$ cat config.mk
export PLATFORM = sky130hd
export DESIGN_NAME = fir_round_decim
export DESIGN_NICKNAME = d
export VERILOG_FILES = /design/src/rtl/fir_pkg.sv /design/src/rtl/fir_sync_fifo.sv /design/src/rtl/fir_round_decim.sv
export SDC_FILE = /design/constraint.sdc
export NUM_CORES = 1
export LEC_CHECK = 0
export CAP_MARGIN = 30
export CORE_ASPECT_RATIO = 2
export CORE_MARGIN = 10
export CORE_UTILIZATION = 42
export CTS_CLUSTER_DIAMETER = 40
export DETAILED_ROUTE_END_ITERATION = 8
export HOLD_SLACK_MARGIN = 0.02
export SYNTH_ARGS = -nofsm -noshare
export SYNTH_HDL_FRONTEND = slang
export SYNTH_SLANG_ARGS = --single-unit
$ cat constraint.sdc
create_clock -name clk -period 3.1 [get_ports clk]
set_clock_uncertainty 0.05 [all_clocks]
set_input_delay 0.62 -clock clk [delete_from_list [all_inputs] [get_ports clk]]
set_output_delay 0.62 -clock clk [all_outputs]
set_load 0.01 [all_outputs]
$ cat src/rtl/fir_pkg.sv
// Shared types, rounding constant and saturation limits for the FIR rounding/decimation slice.
package fir_pkg;

    localparam int DEF_IN_W  = 26;
    localparam int DEF_OUT_W = 16;

    typedef logic signed [DEF_IN_W-1:0]  sample_in_t;
    typedef logic signed [DEF_IN_W:0]    sample_ext_t;
    typedef logic signed [DEF_OUT_W-1:0] sample_out_t;

    function automatic longint round_half(input int frac);
        return longint'(1) << (frac - 1);
    endfunction

    function automatic longint sat_max(input int w);
        return (longint'(1) << (w - 1)) - 1;
    endfunction

    function automatic longint sat_min(input int w);
        return -(longint'(1) << (w - 1));
    endfunction

    localparam longint OUT_MAX = sat_max(DEF_OUT_W);
    localparam longint OUT_MIN = sat_min(DEF_OUT_W);

endpackage

$ cat src/rtl/fir_sync_fifo.sv
// First-word fall-through synchronous FIFO with full/empty/count; DEPTH must be a power of 2.
module fir_sync_fifo #(
    parameter int WIDTH = 16,
    parameter int DEPTH = 4
) (
    input  logic                       clk,
    input  logic                       rst_n,
    input  logic                       wr_en,
    input  logic [WIDTH-1:0]           wr_data,
    input  logic                       rd_en,
    output logic [WIDTH-1:0]           rd_data,
    output logic                       full,
    output logic                       empty,
    output logic [$clog2(DEPTH):0]     count
);

    localparam int AW = $clog2(DEPTH);

    logic [WIDTH-1:0] r_mem [DEPTH];
    logic [AW-1:0]    r_wptr;
    logic [AW-1:0]    r_rptr;
    logic [AW:0]      r_count;
    logic             w_push;
    logic             w_pop;

    always_comb begin
        full    = (r_count == (AW+1)'(DEPTH));
        empty   = (r_count == '0);
        count   = r_count;
        w_pop   = rd_en && !empty;
        // A write into a full FIFO is accepted only when a pop frees the slot this cycle.
        w_push  = wr_en && (!full || w_pop);
        rd_data = empty ? '0 : r_mem[r_rptr];
    end

    always_ff @(posedge clk or negedge rst_n) begin
        if (!rst_n) begin
            r_wptr  <= '0;
            r_rptr  <= '0;
            r_count <= '0;
            for (int unsigned i = 0; i < DEPTH; i++) begin
                r_mem[i] <= '0;
            end
        end else begin
            if (w_push) begin
                r_mem[r_wptr] <= wr_data;
                r_wptr        <= r_wptr + 1'b1;
            end
            if (w_pop) begin
                r_rptr <= r_rptr + 1'b1;
            end
            case ({w_push, w_pop})
                2'b10:   r_count <= r_count + 1'b1;
                2'b01:   r_count <= r_count - 1'b1;
                default: r_count <= r_count;
            endcase
        end
    end

endmodule

$ cat src/rtl/fir_round_decim.sv
// Round-half-up, decimate and buffer FIR output samples.
// Define FIR_ROUND_DECIM_SAT_EN to clip instead of wrapping on output-range overflow.
module fir_round_decim
    import fir_pkg::*;
#(
    parameter int INPUT_WIDTH  = 26,
    parameter int OUTPUT_WIDTH = 16,
    parameter int FRAC_BITS    = 8,
    parameter int DECIM        = 4,
    parameter int FIFO_DEPTH   = 4
) (
    input  logic                           clk,
    input  logic                           rst_n,
    input  logic                           valid_in,
    input  logic signed [INPUT_WIDTH-1:0]  din,
    input  logic                           phase_clr,
    output logic                           valid_out,
    input  logic                           ready_out,
    output logic signed [OUTPUT_WIDTH-1:0] dout,
    output logic                           sat,
    output logic                           overflow
);

    localparam int PW = (DECIM > 1) ? $clog2(DECIM) : 1;
    localparam logic [PW-1:0]              LAST = PW'(DECIM - 1);
    localparam logic signed [INPUT_WIDTH:0] HALF = (INPUT_WIDTH+1)'(round_half(FRAC_BITS));

    logic [PW-1:0]                  r_phase;
    logic [PW-1:0]                  w_phase_cur;
    logic                           w_keep;
    logic signed [INPUT_WIDTH:0]    w_sum;
    logic signed [INPUT_WIDTH:0]    r_s1;
    logic                           r_s1_v;
    logic [OUTPUT_WIDTH-1:0]        w_s2;
    logic                           w_s2_sat;
    logic [OUTPUT_WIDTH-1:0]        r_s2;
    logic                           r_s2_v;
    logic                           r_s2_sat;
    logic                           w_full;
    logic                           w_empty;
    logic                           w_pop;
    logic [OUTPUT_WIDTH-1:0]        w_head;
    logic [$clog2(FIFO_DEPTH):0]    w_count;
    logic                           r_sat;
    logic                           r_overflow;

    always_comb begin
        w_phase_cur = phase_clr ? '0 : r_phase;
        w_keep      = valid_in && (w_phase_cur == '0);
        w_sum       = {din[INPUT_WIDTH-1], din} + HALF;
    end

`ifdef FIR_ROUND_DECIM_SAT_EN
    localparam logic signed [INPUT_WIDTH:0]    MAXV  = (INPUT_WIDTH+1)'(sat_max(OUTPUT_WIDTH));
    localparam logic signed [INPUT_WIDTH:0]    MINV  = (INPUT_WIDTH+1)'(sat_min(OUTPUT_WIDTH));
    localparam logic signed [OUTPUT_WIDTH-1:0] MAXO  = OUTPUT_WIDTH'(sat_max(OUTPUT_WIDTH));
    localparam logic signed [OUTPUT_WIDTH-1:0] MINO  = OUTPUT_WIDTH'(sat_min(OUTPUT_WIDTH));

    always_comb begin
        w_s2     = r_s1[OUTPUT_WIDTH-1:0];
        w_s2_sat = 1'b0;
        if (r_s1 > MAXV) begin
            w_s2     = MAXO;
            w_s2_sat = 1'b1;
        end else if (r_s1 < MINV) begin
            w_s2     = MINO;
            w_s2_sat = 1'b1;
        end
    end
`else
    always_comb begin
        w_s2     = r_s1[OUTPUT_WIDTH-1:0];
        w_s2_sat = 1'b0;
    end
`endif

    always_ff @(posedge clk or negedge rst_n) begin
        if (!rst_n) begin
            r_phase    <= '0;
            r_s1       <= '0;
            r_s1_v     <= 1'b0;
            r_s2       <= '0;
            r_s2_v     <= 1'b0;
            r_s2_sat   <= 1'b0;
            r_sat      <= 1'b0;
            r_overflow <= 1'b0;
        end else begin
            if (valid_in) begin
                r_phase <= (w_phase_cur == LAST) ? '0 : w_phase_cur + 1'b1;
            end else begin
                r_phase <= w_phase_cur;
            end
            r_s1     <= w_sum >>> FRAC_BITS;
            r_s1_v   <= w_keep;
            r_s2     <= w_s2;
            r_s2_v   <= r_s1_v;
            r_s2_sat <= w_s2_sat;
            // sat flags only samples that actually land in the FIFO.
            r_sat    <= r_s2_v && r_s2_sat && (!w_full || w_pop);
            if (r_s2_v && w_full && !w_pop) begin
                r_overflow <= 1'b1;
            end
        end
    end

    fir_sync_fifo #(
        .WIDTH (OUTPUT_WIDTH),
        .DEPTH (FIFO_DEPTH)
    ) u_fifo (
        .clk     (clk),
        .rst_n   (rst_n),
        .wr_en   (r_s2_v),
        .wr_data (r_s2),
        .rd_en   (ready_out),
        .rd_data (w_head),
        .full    (w_full),
        .empty   (w_empty),
        .count   (w_count)
    );

    always_comb begin
        valid_out = !w_empty;
        w_pop     = ready_out && !w_empty;
        dout      = w_head;
        sat       = r_sat;
        overflow  = r_overflow;
    end

endmodule

After elaboration in Yosys (flattened, before gate mapping)
Cells that the tools add are included.
{ "word_totals": {"word_cells": 52, "reg_bits": 108} }
{ "op_classes": {"eq_ne": 4, "magnitude_cmp": 3, "bitwise_logic": 2, "n_reduce_logical": 13, "n_mux": 11, "add_sub_neg": 6} }
{ "op_table": {"columns": ["cell", "count"], "rows": [
  ["$bwmux W64", 1],
  ["$mux W16", 4],
  ["$bmux W16 S2", 1],
  ["$demux W16 S2", 1],
  ["$add A24 B9 Y24 const B", 1],
  ["$add A2 B1 Y2 const B", 3],
  ["$ge A3 B3 Y1 const B", 2],
  ["$logic_and A1 B1 Y1", 6],
  ["$mux W2", 3],
  ["$not A2 Y3", 2],
  ["$pmux W3 S2", 1],
  ["$eq A2 B2 Y1 const B", 2],
  ["$add A3 B1 Y3 const B", 1],
  ["$eq A3 B3 Y1 const B", 1],
  ["$logic_not A1 Y1", 3],
  ["$logic_not A3 Y1", 1],
  ["$lt A3 B1 Y1 const B", 1],
  ["$sub A3 B1 Y3 const B", 1],
  ["$eq A2 B1 Y1 const B", 1],
  ["$logic_not A2 Y1", 1],
  ["$reduce_bool A2 Y1", 1],
  ["$logic_or A1 B1 Y1", 1]
]} }

Depth between registers and ports, before layout
{ "logic_depth": {"depth_word": 7, "ltp_mapped": 9, "mapped_depth_nobuf": 8} }

Modules after synthesis
Synthesis repeated with hierarchy kept, for this count alone.
{ "unflattened": {"cells_unflattened": 304, "hier_area_um2": 4683.2} }
{ "modules_own_cells": {"columns": ["module", "instances", "area_each_um2", "cells_each"], "rows": [
  ["fir_sync_fifo", 1, 3303.2, 211],
  ["fir_round_decim", 1, 1380.1, 93]
]} }

Worst setup path before layout
OpenSTA, ideal clock, no wires.
{ "synth_timing": {"path_kind": "input to register", "start": "input port ready_out", "end": "register u_fifo.r_count[2], in the netlist u_fifo.count[2]", "cell_stages": 8, "required_ps": 2971, "arrival_ps": 2186, "setup_ps": 79, "setup_slack_ps": 785, "n_path_buf": 0, "path_cell_list": "nor4b_4 > nand2b_1 > ha_1 > inv_1 > fa_1 > xor2_1 > nor2_1 > xor2_1"} }
{ "synth_between": {"elab_chain_len": 5, "word_cells_on_any_way": 7} }
{ "synth_rtl": {"columns": ["item", "line", "rtl"], "rows": [
  ["start, declared", "fir_round_decim.sv:18", "input logic ready_out,"],
  ["$logic_and A1 B1 Y1 (*)", "fir_sync_fifo.sv:30", "w_pop = rd_en && !empty;"],
  ["$logic_or A1 B1 Y1", "fir_sync_fifo.sv:32", "w_push = wr_en && (!full || w_pop);"],
  ["$logic_and A1 B1 Y1", "fir_sync_fifo.sv:32", null],
  ["$eq A2 B1 Y1 or $eq A2 B2 Y1 (tied branches)", "fir_sync_fifo.sv:52", "case ({w_push, w_pop})"],
  ["$pmux W3 S2 or $reduce_bool A2 Y1 (tied branches)", null, null],
  ["end signal, assigned", "fir_sync_fifo.sv:53", "2'b10: r_count <= r_count + 1'b1;"],
  ["end signal, assigned", "fir_sync_fifo.sv:54", "2'b01: r_count <= r_count - 1'b1;"],
  ["end signal, assigned", "fir_sync_fifo.sv:55", "default: r_count <= r_count;"],
  ["end, declared", "fir_sync_fifo.sv:22", "logic [AW:0] r_count;"]
]} }
Mark *: on every way between the ends. The rest lies on a longest branch, timed or not.
A chain may end at the register's enable or synchronous reset.

Worst setup path in the final report
{ "layout_timing": {"start": "register u_fifo.r_count[0], in the netlist u_fifo.count[0]", "end": "output port dout[8]"} }
{ "layout_between": {"elab_chain_len": 2} }
{ "layout_rtl": {"columns": ["item", "line", "rtl"], "rows": [
  ["$logic_not A3 Y1", "fir_sync_fifo.sv:28", "empty = (r_count == '0);"],
  ["$mux W16", "fir_sync_fifo.sv:33", "rd_data = empty ? '0 : r_mem[r_rptr];"],
  ["end, declared", "fir_round_decim.sv:19", "output logic signed [OUTPUT_WIDTH-1:0] dout,"]
]} }
No other way between the ends.

==> metrics.txt <==
maximum count of clock buffers along a single path=2; 1st-iter DRT viols=104; initial antenna violation count=0; Vert. Die Dim=168 µm; Power Density=1010 nW/µm²; Routed Wire Length=8.61 mm; port buffer count=39; layout cell share with drive strength beyond 1=31.4%; multi-input gate area in the final layout=1760 µm²; Yosys cell types=27; number of warnings issued by yosys=0; via count=2,461; CTS tree=built; Max Cap Viol=0; top achievable clock speed=344 MHz; DPL Wire Length=5.88 mm; P_int=0.00393 W; Area Growth Syn to Fin=18.9%; ANT cells=0; number of enable flip-flop cells after synthesis=0; Gate Count Post-Synth=300; relative slew slack=54.5%; portion of total power attributed to combinational logic=39.8%; Synth async-reset ratio=100%; maximum fanout count along the critical path=19; Leak=2.28 nW; outcome=complete, no violations; highest-count cells in the layout ignoring fill and taps=108 x sky130_fd_sc_hd__dfrtp_1, 65 x sky130_fd_sc_hd__mux2_2, 38 x sky130_fd_sc_hd__clkdlybuf4s50_1; count of unresolved DRC violations after routing=0; count of placed standard cells including taps=474; remaining global-route overflow=0; setup repair after global routing missed its margin=false; Primary FF master, synth=sky130_fd_sc_hd__dfrtp_1; post-route antenna net violation count=0; overall die area=15,700 µm²; switching share of power=28.7%; CP endpoint kind=output pin; sum of negative setup slack=0 ps; clock period minus worst slack=2910 ps; type of the tightest min-delay check=in -> async; placeable core region=10,600 µm²; count of placed standard cells in the final layout, fillers left out=490; via count of the first global-routing pass=2,692; Setup violations, final=0; critical path class=reg -> out; total of fill cells in the finished design=963; row count=53; part of the total power dissipated in sequential elements=39.8%; first-pass GRT wire length=14.6 mm; post-synth design cell area=4570 µm²; initial core utilization=43.1%; largest net degree at the start of global routing=50; synthesized flop and latch total=108; net total in the final layout=387; CTS root buffer=sky130_fd_sc_hd__clkbuf_16; width of the chip=93.8 µm; transition at the pin with the smallest max-transition slack=683 ps; data required time of the critical path=2430 ps; fin crit share=93.7%; Ports=50; Post-Place Worst Slack=296 ps; part of the Yosys area used for sequential elements=59.1%; Clock Latency Late Sink=340 ps; FF+latch area=2700 µm²; worst voltage drop across the vdd grid=0.538 mV; number of hold violations in the final report=0; number of CTS-inserted buffers=9; CTS sink cnt=108; H-tree depth=3; clock-pin slew on the worst setup and hold paths=70 ps; synthesized netlist net count=339; Tot GR Track Use=11.9%; Clk network pwr share=20.4%; detail-routed net length per standard cell=17.6 µm; post-CTS sizing=0; mean post-synth cell area=15.2 µm²; first-pass iteration count of the detailed router=4; switching power total=0.00158 W; via count normalized by instance count=5.02; launching element type of the critical path=flop; post-cts hold buffer count=0; last weighted congestion value of the routability-driven placer=0.709; final number of max-transition violations=0; Post-CTS Setup Bufs=0; most common cell after layout, fill and taps aside=sky130_fd_sc_hd__dfrtp_1; final setup margin=194 ps; worst path arrival time=2240 ps
[routing by layer]
metal | vias up | global-route usage, % | share of wire [%] | wire (µm)
li1 | 1146 | - | - | -
met1 | 1279 | 14.1 | 42 | 3620
met2 | 30 | 20.2 | 54 | 4660
met3 | 6 | 2.60 | 2.7 | 232
met4 | 0 | 4.39 | 1.2 | 102
met5 | - | 0 | 0 | 0
[critical path, cell delays in order (launching register included)]
cell and delay, ps:
sky130_fd_sc_hd__dfrtp_1 450, sky130_fd_sc_hd__or3_1 680, sky130_fd_sc_hd__and2_1 280, sky130_fd_sc_hd__clkdlybuf4s50_1 490
[through the flow]
stage	instance area (µm²)	hold WS [ps]	util [%]	power, W
2_1_floorplan	4570	274	-	0.00359
3_3_place_gp	5140	283	48.5	0.00441
3_5_place_dp	5140	285	48.5	0.00448
4_1_cts	5440	229	51.2	0.00562
5_1_grt	5440	255	51.2	0.00587
6_report	5440	216	51.2	0.00552
[power groups by stage]
| stage | registers [W] | logic [W] | clock network [W] |
|---|---|---|---|
| after floorplan | 0.00213 | 0.00146 | 0 |
| after global placement | 0.00220 | 0.00222 | 0 |
| after detailed placement | 0.00223 | 0.00225 | 0 |
| after CTS | 0.00220 | 0.00226 | 0.00116 |
| after global routing | 0.00226 | 0.00240 | 0.00120 |
| final | 0.00220 | 0.00219 | 0.00112 |
[cell families after synthesis]
logic type	after synthesis	share of synthesized area [%]
buf+inv	19	2.43
simple gates	58	7.47
compound gates	2	0.273
xor+xnor	22	4.21
other cells	1	0.0820
fa+ha+maj	8	2.35
flops	108	59.1
mux	82	24.1
[final timing paths]
check / from / to / slack, ps / depth (start not counted)
max: u_fifo.count[0] / dout[8] / 190 / 3
min: rst_n / r_s1[10] / 220 / 1
max reg2reg: u_fifo.count[0] / u_fifo.count[2] / 640 / 8
min reg2reg: r_s1[4] / r_s2[4] / 300 / 0
max in group asynchronous: rst_n / u_fifo.r_mem[12] / 2120 / 2
min in group clk: r_s1[4] / r_s2[4] / 300 / 0
[sequential cells by signal, summed over array words and instances, names as in the netlist]
signal and count:
u_fifo.r_mem 64, r_s1 16, r_s2 16, u_fifo.count 3
r_phase 2, u_fifo.r_rptr 2, u_fifo.r_wptr 2, overflow 1
r_s1_v 1, r_s2_v 1
[cell type report]
type / count / area share, %
clock inverters: 6 / 1.17
clock buffers: 10 / 4.21
well taps: 137 / 3.15
flip-flops and latches: 108 / 49.7
inverters: 8 / 0.552
repair buffers: 48 / 8.84
multi-input cells: 173 / 32.4
[synthesized netlist by cell type, types with 5 or more instances]
master | n | area share, %
sky130_fd_sc_hd__inv_1 | 8 | 0.66
sky130_fd_sc_hd__nand3_1 | 5 | 0.55
sky130_fd_sc_hd__ha_1 | 7 | 1.9
sky130_fd_sc_hd__and2_1 | 18 | 2.5
sky130_fd_sc_hd__nor4_1 | 6 | 0.82
sky130_fd_sc_hd__xor2_1 | 14 | 2.7
sky130_fd_sc_hd__xnor2_1 | 8 | 1.5
sky130_fd_sc_hd__nand2_1 | 8 | 0.66
sky130_fd_sc_hd__mux2_2 | 65 | 16
sky130_fd_sc_hd__dfrtp_1 | 108 | 59
sky130_fd_sc_hd__nand4_1 | 5 | 0.68
sky130_fd_sc_hd__mux4_2 | 16 | 7.9
(Power assumes the default switching activity.)
